File: config.mk
export PLATFORM = sky130hd
export DESIGN_NAME = fetch_unit
export DESIGN_NICKNAME = d
export VERILOG_FILES = /design/src/rtl/fetch_unit.sv
export SDC_FILE = /design/constraint.sdc
export NUM_CORES = 1
export LEC_CHECK = 0
export BUFFER_PORTS_ARGS = -buffer_cell sky130_fd_sc_hd__buf_4
export CAP_MARGIN = 20
export CORE_ASPECT_RATIO = 1.25
export CORE_UTILIZATION = 59
export DETAILED_ROUTE_END_ITERATION = 10
export GPL_TIMING_DRIVEN = 0
export PLACE_DENSITY = 0.84
export SLEW_MARGIN = 40
export SYNTH_ARGS = -nofsm -noshare
export SYNTH_HDL_FRONTEND = slang
export SYNTH_SLANG_ARGS = --single-unit
export TNS_END_PERCENT = 1
File: constraint.sdc
create_clock -name clk -period 11.4 [get_ports clk]
set_clock_uncertainty 0.1 [all_clocks]
set_input_delay 0 -clock clk [delete_from_list [all_inputs] [get_ports clk]]
set_output_delay 0 -clock clk [all_outputs]
set_load 0.05 [all_outputs]
File: src/rtl/fetch_unit.sv
// fetch_unit: PC owner issuing single-outstanding imem requests into a small {pc+4, inst} queue.
// Optional FETCH_STATS_EN adds stat_fetched/stat_dropped counters.
module fetch_unit #(
  parameter int          DEPTH    = 4,
  parameter logic [31:0] RESET_PC = 32'h0000_0000
) (
  input  logic        clk,
  input  logic        rst,
  output logic        imem_req,
  output logic [31:0] imem_addr,
  input  logic        imem_ack,
  input  logic [31:0] imem_rdata,
  input  logic        redirect,
  input  logic [31:0] redirect_pc,
  input  logic        stall,
  output logic        out_valid,
  output logic [31:0] out_pc4,
  output logic [31:0] out_inst
`ifdef FETCH_STATS_EN
  ,
  output logic [31:0] stat_fetched,
  output logic [31:0] stat_dropped
`endif
);
  localparam int AW = $clog2(DEPTH);
  localparam logic [AW:0] FULL = (AW+1)'(DEPTH);
  typedef enum logic [1:0] {IDLE, WAIT, DROP} state_t;
  state_t state, state_nx;
  logic [31:0] fetch_pc, drop_addr;
  logic [AW-1:0] rd_ptr, wr_ptr;
  logic [AW:0] count;
  logic [31:0] q_pc4 [DEPTH];
  logic [31:0] q_inst [DEPTH];
  logic push, pop, discard;
  always_comb begin
    imem_req = ~rst & (state != IDLE | ((count < FULL) & ~redirect));
    imem_addr = state == DROP ? drop_addr : fetch_pc;
    push = imem_ack & imem_req & ~redirect & state != DROP;
    discard = imem_ack & imem_req & (state == DROP | redirect);
    state_nx = imem_ack ? IDLE : (state == IDLE & imem_req) ? WAIT : (state == WAIT & redirect) ? DROP : state;
  end
  assign out_valid = count != '0;
  assign out_pc4 = q_pc4[rd_ptr];
  assign out_inst = q_inst[rd_ptr];
  assign pop = out_valid & ~stall & ~redirect;
  always_ff @(posedge clk or posedge rst) begin
    if (rst) begin
      state <= IDLE;
      fetch_pc <= RESET_PC & ~32'd3;
      drop_addr <= RESET_PC & ~32'd3;
      rd_ptr <= '0;
      wr_ptr <= '0;
      count <= '0;
      for (int i = 0; i < DEPTH; i++) begin
        q_pc4[i] <= '0;
        q_inst[i] <= '0;
      end
    end else begin
      state <= state_nx;
      // DROP keeps presenting the abandoned address while fetch_pc moves on
      if (state == WAIT & redirect & ~imem_ack) drop_addr <= fetch_pc;
      if (redirect) begin
        fetch_pc <= redirect_pc & ~32'd3;
        rd_ptr <= '0;
        wr_ptr <= '0;
        count <= '0;
      end else begin
        if (push) begin
          q_pc4[wr_ptr] <= fetch_pc + 32'd4;
          q_inst[wr_ptr] <= imem_rdata;
          wr_ptr <= wr_ptr + 1'b1;
          fetch_pc <= fetch_pc + 32'd4;
        end
        if (pop) rd_ptr <= rd_ptr + 1'b1;
        count <= count + {{AW{1'b0}}, push} - {{AW{1'b0}}, pop};
      end
    end
  end
`ifdef FETCH_STATS_EN
  always_ff @(posedge clk or posedge rst) begin
    if (rst) begin
      stat_fetched <= '0;
      stat_dropped <= '0;
    end else begin
      stat_fetched <= stat_fetched + 32'(push);
      stat_dropped <= stat_dropped + 32'(discard) + (redirect ? 32'(count) : 32'd0);
    end
  end
`else
  logic unused_discard;
  assign unused_discard = discard;
`endif
endmodule

=== After elaboration in Yosys (flattened, before gate mapping) ===
Index checks and enable logic that the tools add are counted.

* Output and inout bits: 98
* Bits in latches: 0
* Memories: 0
* Word-level logic and storage cells: 72
* Bits in writable memories: 0
* Flip-flop bits (word level): 329
* ROM bits: 0

* Equality and inequality tests: 3
* Shifts and indexed selects: 0
* Reductions and logical operators: 8
* $lt $le $gt $ge: 4
* Muxes and demuxes: 21
* Bitwise operators: 17
* Multiply operators: 0
* Add/sub/neg operators: 5
* Div/mod/pow operators: 0

{| class="wikitable"
|+ Operator list
! cell !! number
|-
| 128-bit bitwise mux || 2
|-
| 32-bit two-way mux || 8
|-
| 32-bit binary-select mux with 2-bit select || 2
|-
| 32-bit demux with 2-bit select || 1
|-
| 32-bit by 3-bit adder with 32-bit output, second input constant || 1
|-
| 2-bit two-way mux || 7
|-
| 1-bit bitwise AND || 10
|-
| 3-bit >= comparator, second input constant || 2
|-
| 2-bit NOT with 3-bit output || 2
|-
| 2-bit nonzero test || 3
|-
| 3-bit nonzero test || 2
|-
| 2-bit by 1-bit adder with 2-bit output, second input constant || 2
|-
| 1-bit NOT || 4
|-
| 3-bit by 1-bit adder with 3-bit output || 1
|-
| 3-bit by 1-bit < comparator with 1-bit output, second input constant || 1
|-
| 3-bit < comparator, second input constant || 1
|-
| 3-bit two-way mux || 1
|-
| 3-bit by 1-bit subtractor with 3-bit output || 1
|-
| 2-bit by 1-bit equality test with 1-bit output, second input constant || 1
|-
| 2-bit equality test, second input constant || 1
|-
| 2-bit zero test || 1
|-
| 2-bit inequality test, second input constant || 1
|-
| 2-bit AND reduction || 1
|-
| 1-bit logical AND || 1
|-
| 1-bit OR || 1
|}

=== Logic depth before layout (Yosys ltp) ===
* Word-level depth: 10
* Gate-level depth with buffers: 13
* Depth with buffers taken out: 11

=== Worst setup path before layout ===
Ideal clock, no wire load.

* Path kind: flip-flop to flip-flop
* Start: register count[2]
* End: register count[2]
* Required time: 11.168 ns
* Setup slack: 8.466 ns
* Path buffers: 2
* Library setup time: 0.132 ns
* Data arrival time: 2.702 ns
* Cell stages (with the launch flop): 14
* Period minus slack after synthesis: 2.934 ns
* Cell sequence: dfrtp_1 o21ba_2 nor3_2 inv_1 clkbuf_1 clkbuf_1 ha_1 inv_1 ha_1 inv_1 fa_1 xor2_1 xnor2_1 nor2_1

* Longest elaborated chain between the ends: 10

{| class="wikitable"
|+ Ends and longest elaborated chain
! what !! RTL line !! text
|-
| start, declared || 31 || <nowiki>logic [AW:0] count;</nowiki>
|-
| start signal, assigned || 75 || <nowiki>count <= count + {{AW{1'b0}}, push} - {{AW{1'b0}}, pop};</nowiki>
|-
| 3-bit < comparator || 36 || <nowiki>imem_req = ~rst & (state != IDLE | ((count < FULL) & ~redirect));</nowiki>
|-
| 1-bit bitwise AND || 36 ||
|-
| 1-bit OR || 36 ||
|-
| 1-bit bitwise AND || 36 ||
|-
| 1-bit bitwise AND || - ||
|-
| 1-bit bitwise AND (2 in series) || 38 || <nowiki>push = imem_ack & imem_req & ~redirect & state != DROP;</nowiki>
|-
| 3-bit by 1-bit adder with 3-bit output || 75 ||
|-
| 3-bit by 1-bit subtractor with 3-bit output * || 75 ||
|-
| 3-bit two-way mux * || 62 || <nowiki>if (redirect) begin</nowiki>
|}

Mark *: on every way between the ends. The rest lies on a longest branch, timed or not.
A chain may end at the register's enable or synchronous reset.

=== Worst setup path after layout ===
* Start: register state[1]
* End: register count[2]

* Longest elaborated chain between the ends: 9

{| class="wikitable"
|+ Ends and longest elaborated chain
! what !! RTL line !! text
|-
| start, declared || 28 || <nowiki>state_t state, state_nx;</nowiki>
|-
| start signal, assigned || 59 || <nowiki>state <= state_nx;</nowiki>
|-
| 2-bit nonzero test || 36 ||
|-
| 1-bit OR || 36 ||
|-
| 1-bit bitwise AND || 36 ||
|-
| 1-bit bitwise AND || - ||
|-
| 1-bit bitwise AND || 38 ||
|-
| 1-bit bitwise AND * || 38 ||
|-
| 3-bit by 1-bit adder with 3-bit output * || 75 ||
|-
| 3-bit by 1-bit subtractor with 3-bit output * || 75 ||
|-
| 3-bit two-way mux * || 62 ||
|}

Marks and branches as above.

==> reports/qor.txt <==
Max FO, Critical Path -> 10
Fmax -> 269 MHz
# hold bufs at CTS -> 67
Critical-path top delay cell -> nor3_2
Crit path buf inv count -> 5
CORE AREA -> 0.0239 mm^2
Die Area -> 0.0251 mm^2
Startpoint type of the worst setup path -> flip-flop
Die Y -> 177 um
Post-CTS Setup Bufs -> 0
Global-route wire length before repair -> 59.6 mm
Fin worst setup slack -> 7.68 ns
CTS Root Cell -> clkbuf_16
Final setup violation count -> 0
Commonest non-fill, non-tap cell in the layout -> dfrtp_1
Proportion of layout cells with a drive suffix above 1 -> 34.9%
Via count -> 10433
Relative slew slack -> 39.9%
Layout Nets -> 1473
Iter 0 DRT Violations -> 620
Max IR drop VDD -> 0.183 mV
Leakage -> 0.00812 uW
Routed Antenna Nets -> 0
Worst hold start -> redirect_pc[29]
Port bufs -> 160
RSZ-0062 raised after global routing -> no
Initial Utilization -> 60.4%
Die width -> 142 um
Pre-CTS setup slack -> 7.76 ns
WL/cell -> 21.5 um
Pre-antenna DRT Iters -> 6
Min Hold Slack -> 0.109 ns
TritonCTS Buffers -> 31
Delay-heaviest family, CP -> buffers and inverters
Pins Over Slew Limit -> 0
Non-filler cells, final -> 1745
Worst Max-Slew Pin Slew -> 0.899 ns
DP Wirelength -> 24.3 mm
Worst-path cell chain -> o21ba_2 > nor3_2 > inv_1 > clkbuf_1 > clkbuf_1 > ha_1 > inv_1 > ha_1 > inv_1 > fa_1 > xor2_1 > xnor2_1 > nor2_1
Avg Cell Area, Syn -> 12.8 um^2
Arr. time, crit path -> 4.03 ns
DRC violations left -> 0
N_diodes -> 0
Maxcap violations -> 0
CTS tree -> yes
Vias in the first global route -> 11171
Max Root-Sink Buffers -> 3
Worst-skew pair later-pin latency -> 0.57 ns
Tcrit/Tclk final -> 32.6%
Avg Vias per Cell -> 5.98
CTS clock-pin slew for the worst setup and hold paths -> 0.07 ns
FFs w/ async S/R, synth -> 100%
Critical Path Max Stage Delay -> 0.63 ns
Post-CTS sizing -> 0
Post-synth EDFFs -> 0
Status -> completed
Cell mode on critical path -> inv_1
Final WL -> 37.5 mm
Post-placement cell count -> 1621
Netlist Area Pre-Place -> 0.0144 mm^2
Post-Synthesis Cells -> 1129
Gpl congestion -> 0.865
Layout area overhead -> 24.4%
CP startpoint -> state[1]$_DFFE_PP0P_
Commonest non-fill, non-tap cells in the layout -> dfrtp_1 (317), mux2_2 (192), buf_4 (165)
WP data required -> 11.71 ns
Flops & latches, synth -> 317
Cell row count -> 63
Syn. warnings -> 0
Largest net degree at the start of global routing -> 82
Overflow after GRT -> 0
Final hold vios -> 0
CTS HTree Levels -> 1
Hold Path Class -> input port to flip-flop
RR Startpoint -> state[1]$_DFFE_PP0P_
Total power -> 4610 uW
# clock sinks -> 317
PwrDens -> 257 mW/mm^2
Minimum clock period -> 3.72 ns
Ys flop type -> dfrtp_1
IO Count -> 167
Sequential area share after synthesis -> 55.0%
Total GRT Usage -> 31.0%
CP endpoint kind -> flip-flop
Critical path class -> flip-flop to flip-flop
Number of antenna violations at the first check in global routing -> 0
Synth cell types -> 51
through the flow:
step	instance area, um^2	utilization (%)	TNS (ns)
3_3_place_gp	16000	67.2	-178.65
6_report	17900	75.1	0
3_5_place_dp	16200	67.7	0
4_1_cts	17900	75.1	0
5_1_grt	17900	75.1	0
2_1_floorplan	14400	-	0
worst min-delay path: cells and delay by family:
family                 cells  cell delay (ns)
and+or+nand+nor            1             0.04
AOI/OAI and AO/OA          1             0.07
buffers and inverters      2             0.63
power by group:
group | total [uW] | internal, uW | leakage (uW) | switching (uW)
logic | 1860 | 726 | 0.00343 | 1130
registers | 1660 | 1460 | 0.00413 | 195
clock network | 1090 | 659 | 0.000550 | 432
total | 4610 | 2850 | 0.00812 | 1760
cells in the mapped netlist (2+ instances only):
| master | count | area, um^2 |
|---|---|---|
| or4_1 | 3 | 22.5 |
| mux4_2 | 62 | 1400 |
| xor2_1 | 13 | 114 |
| or2_2 | 3 | 18.8 |
| buf_4 | 5 | 37.5 |
| or3_1 | 2 | 12.5 |
| dfrtp_1 | 317 | 7930 |
| buf_2 | 2 | 10.0 |
| nor4_1 | 6 | 37.5 |
| clkbuf_1 | 70 | 263 |
| o311ai_0 | 7 | 61.3 |
| ha_1 | 7 | 87.6 |
| o21ai_0 | 128 | 641 |
| o311ai_1 | 4 | 35.0 |
| nand3_1 | 14 | 70.1 |
| buf_1 | 7 | 26.3 |
| and4_1 | 3 | 26.3 |
| nand2b_1 | 5 | 31.3 |
| mux2_2 | 192 | 2160 |
| nand4_1 | 6 | 37.5 |
| a21o_1 | 4 | 30.0 |
| and3_1 | 3 | 18.8 |
| inv_1 | 16 | 60.1 |
| a221o_1 | 8 | 80.1 |
| nand2_1 | 150 | 563 |
| nor2b_1 | 4 | 25.0 |
| nor2_1 | 14 | 52.6 |
| nor3b_1 | 3 | 22.5 |
| o21ai_1 | 4 | 20.0 |
| a22oi_1 | 8 | 60.1 |
| or4_4 | 2 | 22.5 |
| a21oi_1 | 5 | 25.0 |
| o211ai_1 | 4 | 30.0 |
| a22o_1 | 2 | 17.5 |
| nor3_1 | 12 | 60.1 |
| xnor2_1 | 19 | 166 |
area by class of cell:
class / instances / area (um^2)
Sequential cell: 317 / 7930
Timing Repair Buffer: 231 / 1980
Buffer: 86 / 359
Multi-Input combinational cell: 713 / 6090
Clock inverter: 11 / 159
Fill cell: 1512 / 5950
Clock buffer: 46 / 942
Tap cell: 325 / 407
Inverter: 16 / 67.6
worst paths after layout:
kind	endpoint	slack, ns	depth (start not counted)
max	count[2]$_DFF_PP0_	7.68	13
min reg2reg	q_pc4[93]$_DFFE_PP0P_	0.38	2
min in group asynchronous	state[0]$_DFFE_PP0P_	0.46	4
max in group asynchronous	q_inst[20]$_DFFE_PP0P_	9.78	6
min	fetch_pc[29]$_DFFE_PP0N_	0.11	4
max reg2reg	count[2]$_DFF_PP0_	7.68	13
state kept, by name, summed over array words and instances, names as in the netlist:
signal     cells
rd_ptr         2
drop_addr     30
wr_ptr         2
q_inst       128
fetch_pc      30
count          3
q_pc4        120
state          2
cells by family after synthesis:
group | share of synthesized area [%]
DFF | 55.0
other | 0.0260
muxes | 24.7
AOI/OAI and AO/OA | 7.31
and+or+nand+nor | 7.37
buffers and inverters | 2.86
adders and majority gates | 0.746
xor gates and xnor gates | 1.94
per-layer routing:
layer  routed length [um]  global-route usage [%]
met1                13900                    37.0
met2                19900                    55.7
met3                 2180                    4.92
met4                 1480                    13.3
met5                    0                       0
(Power assumes the default switching activity.)
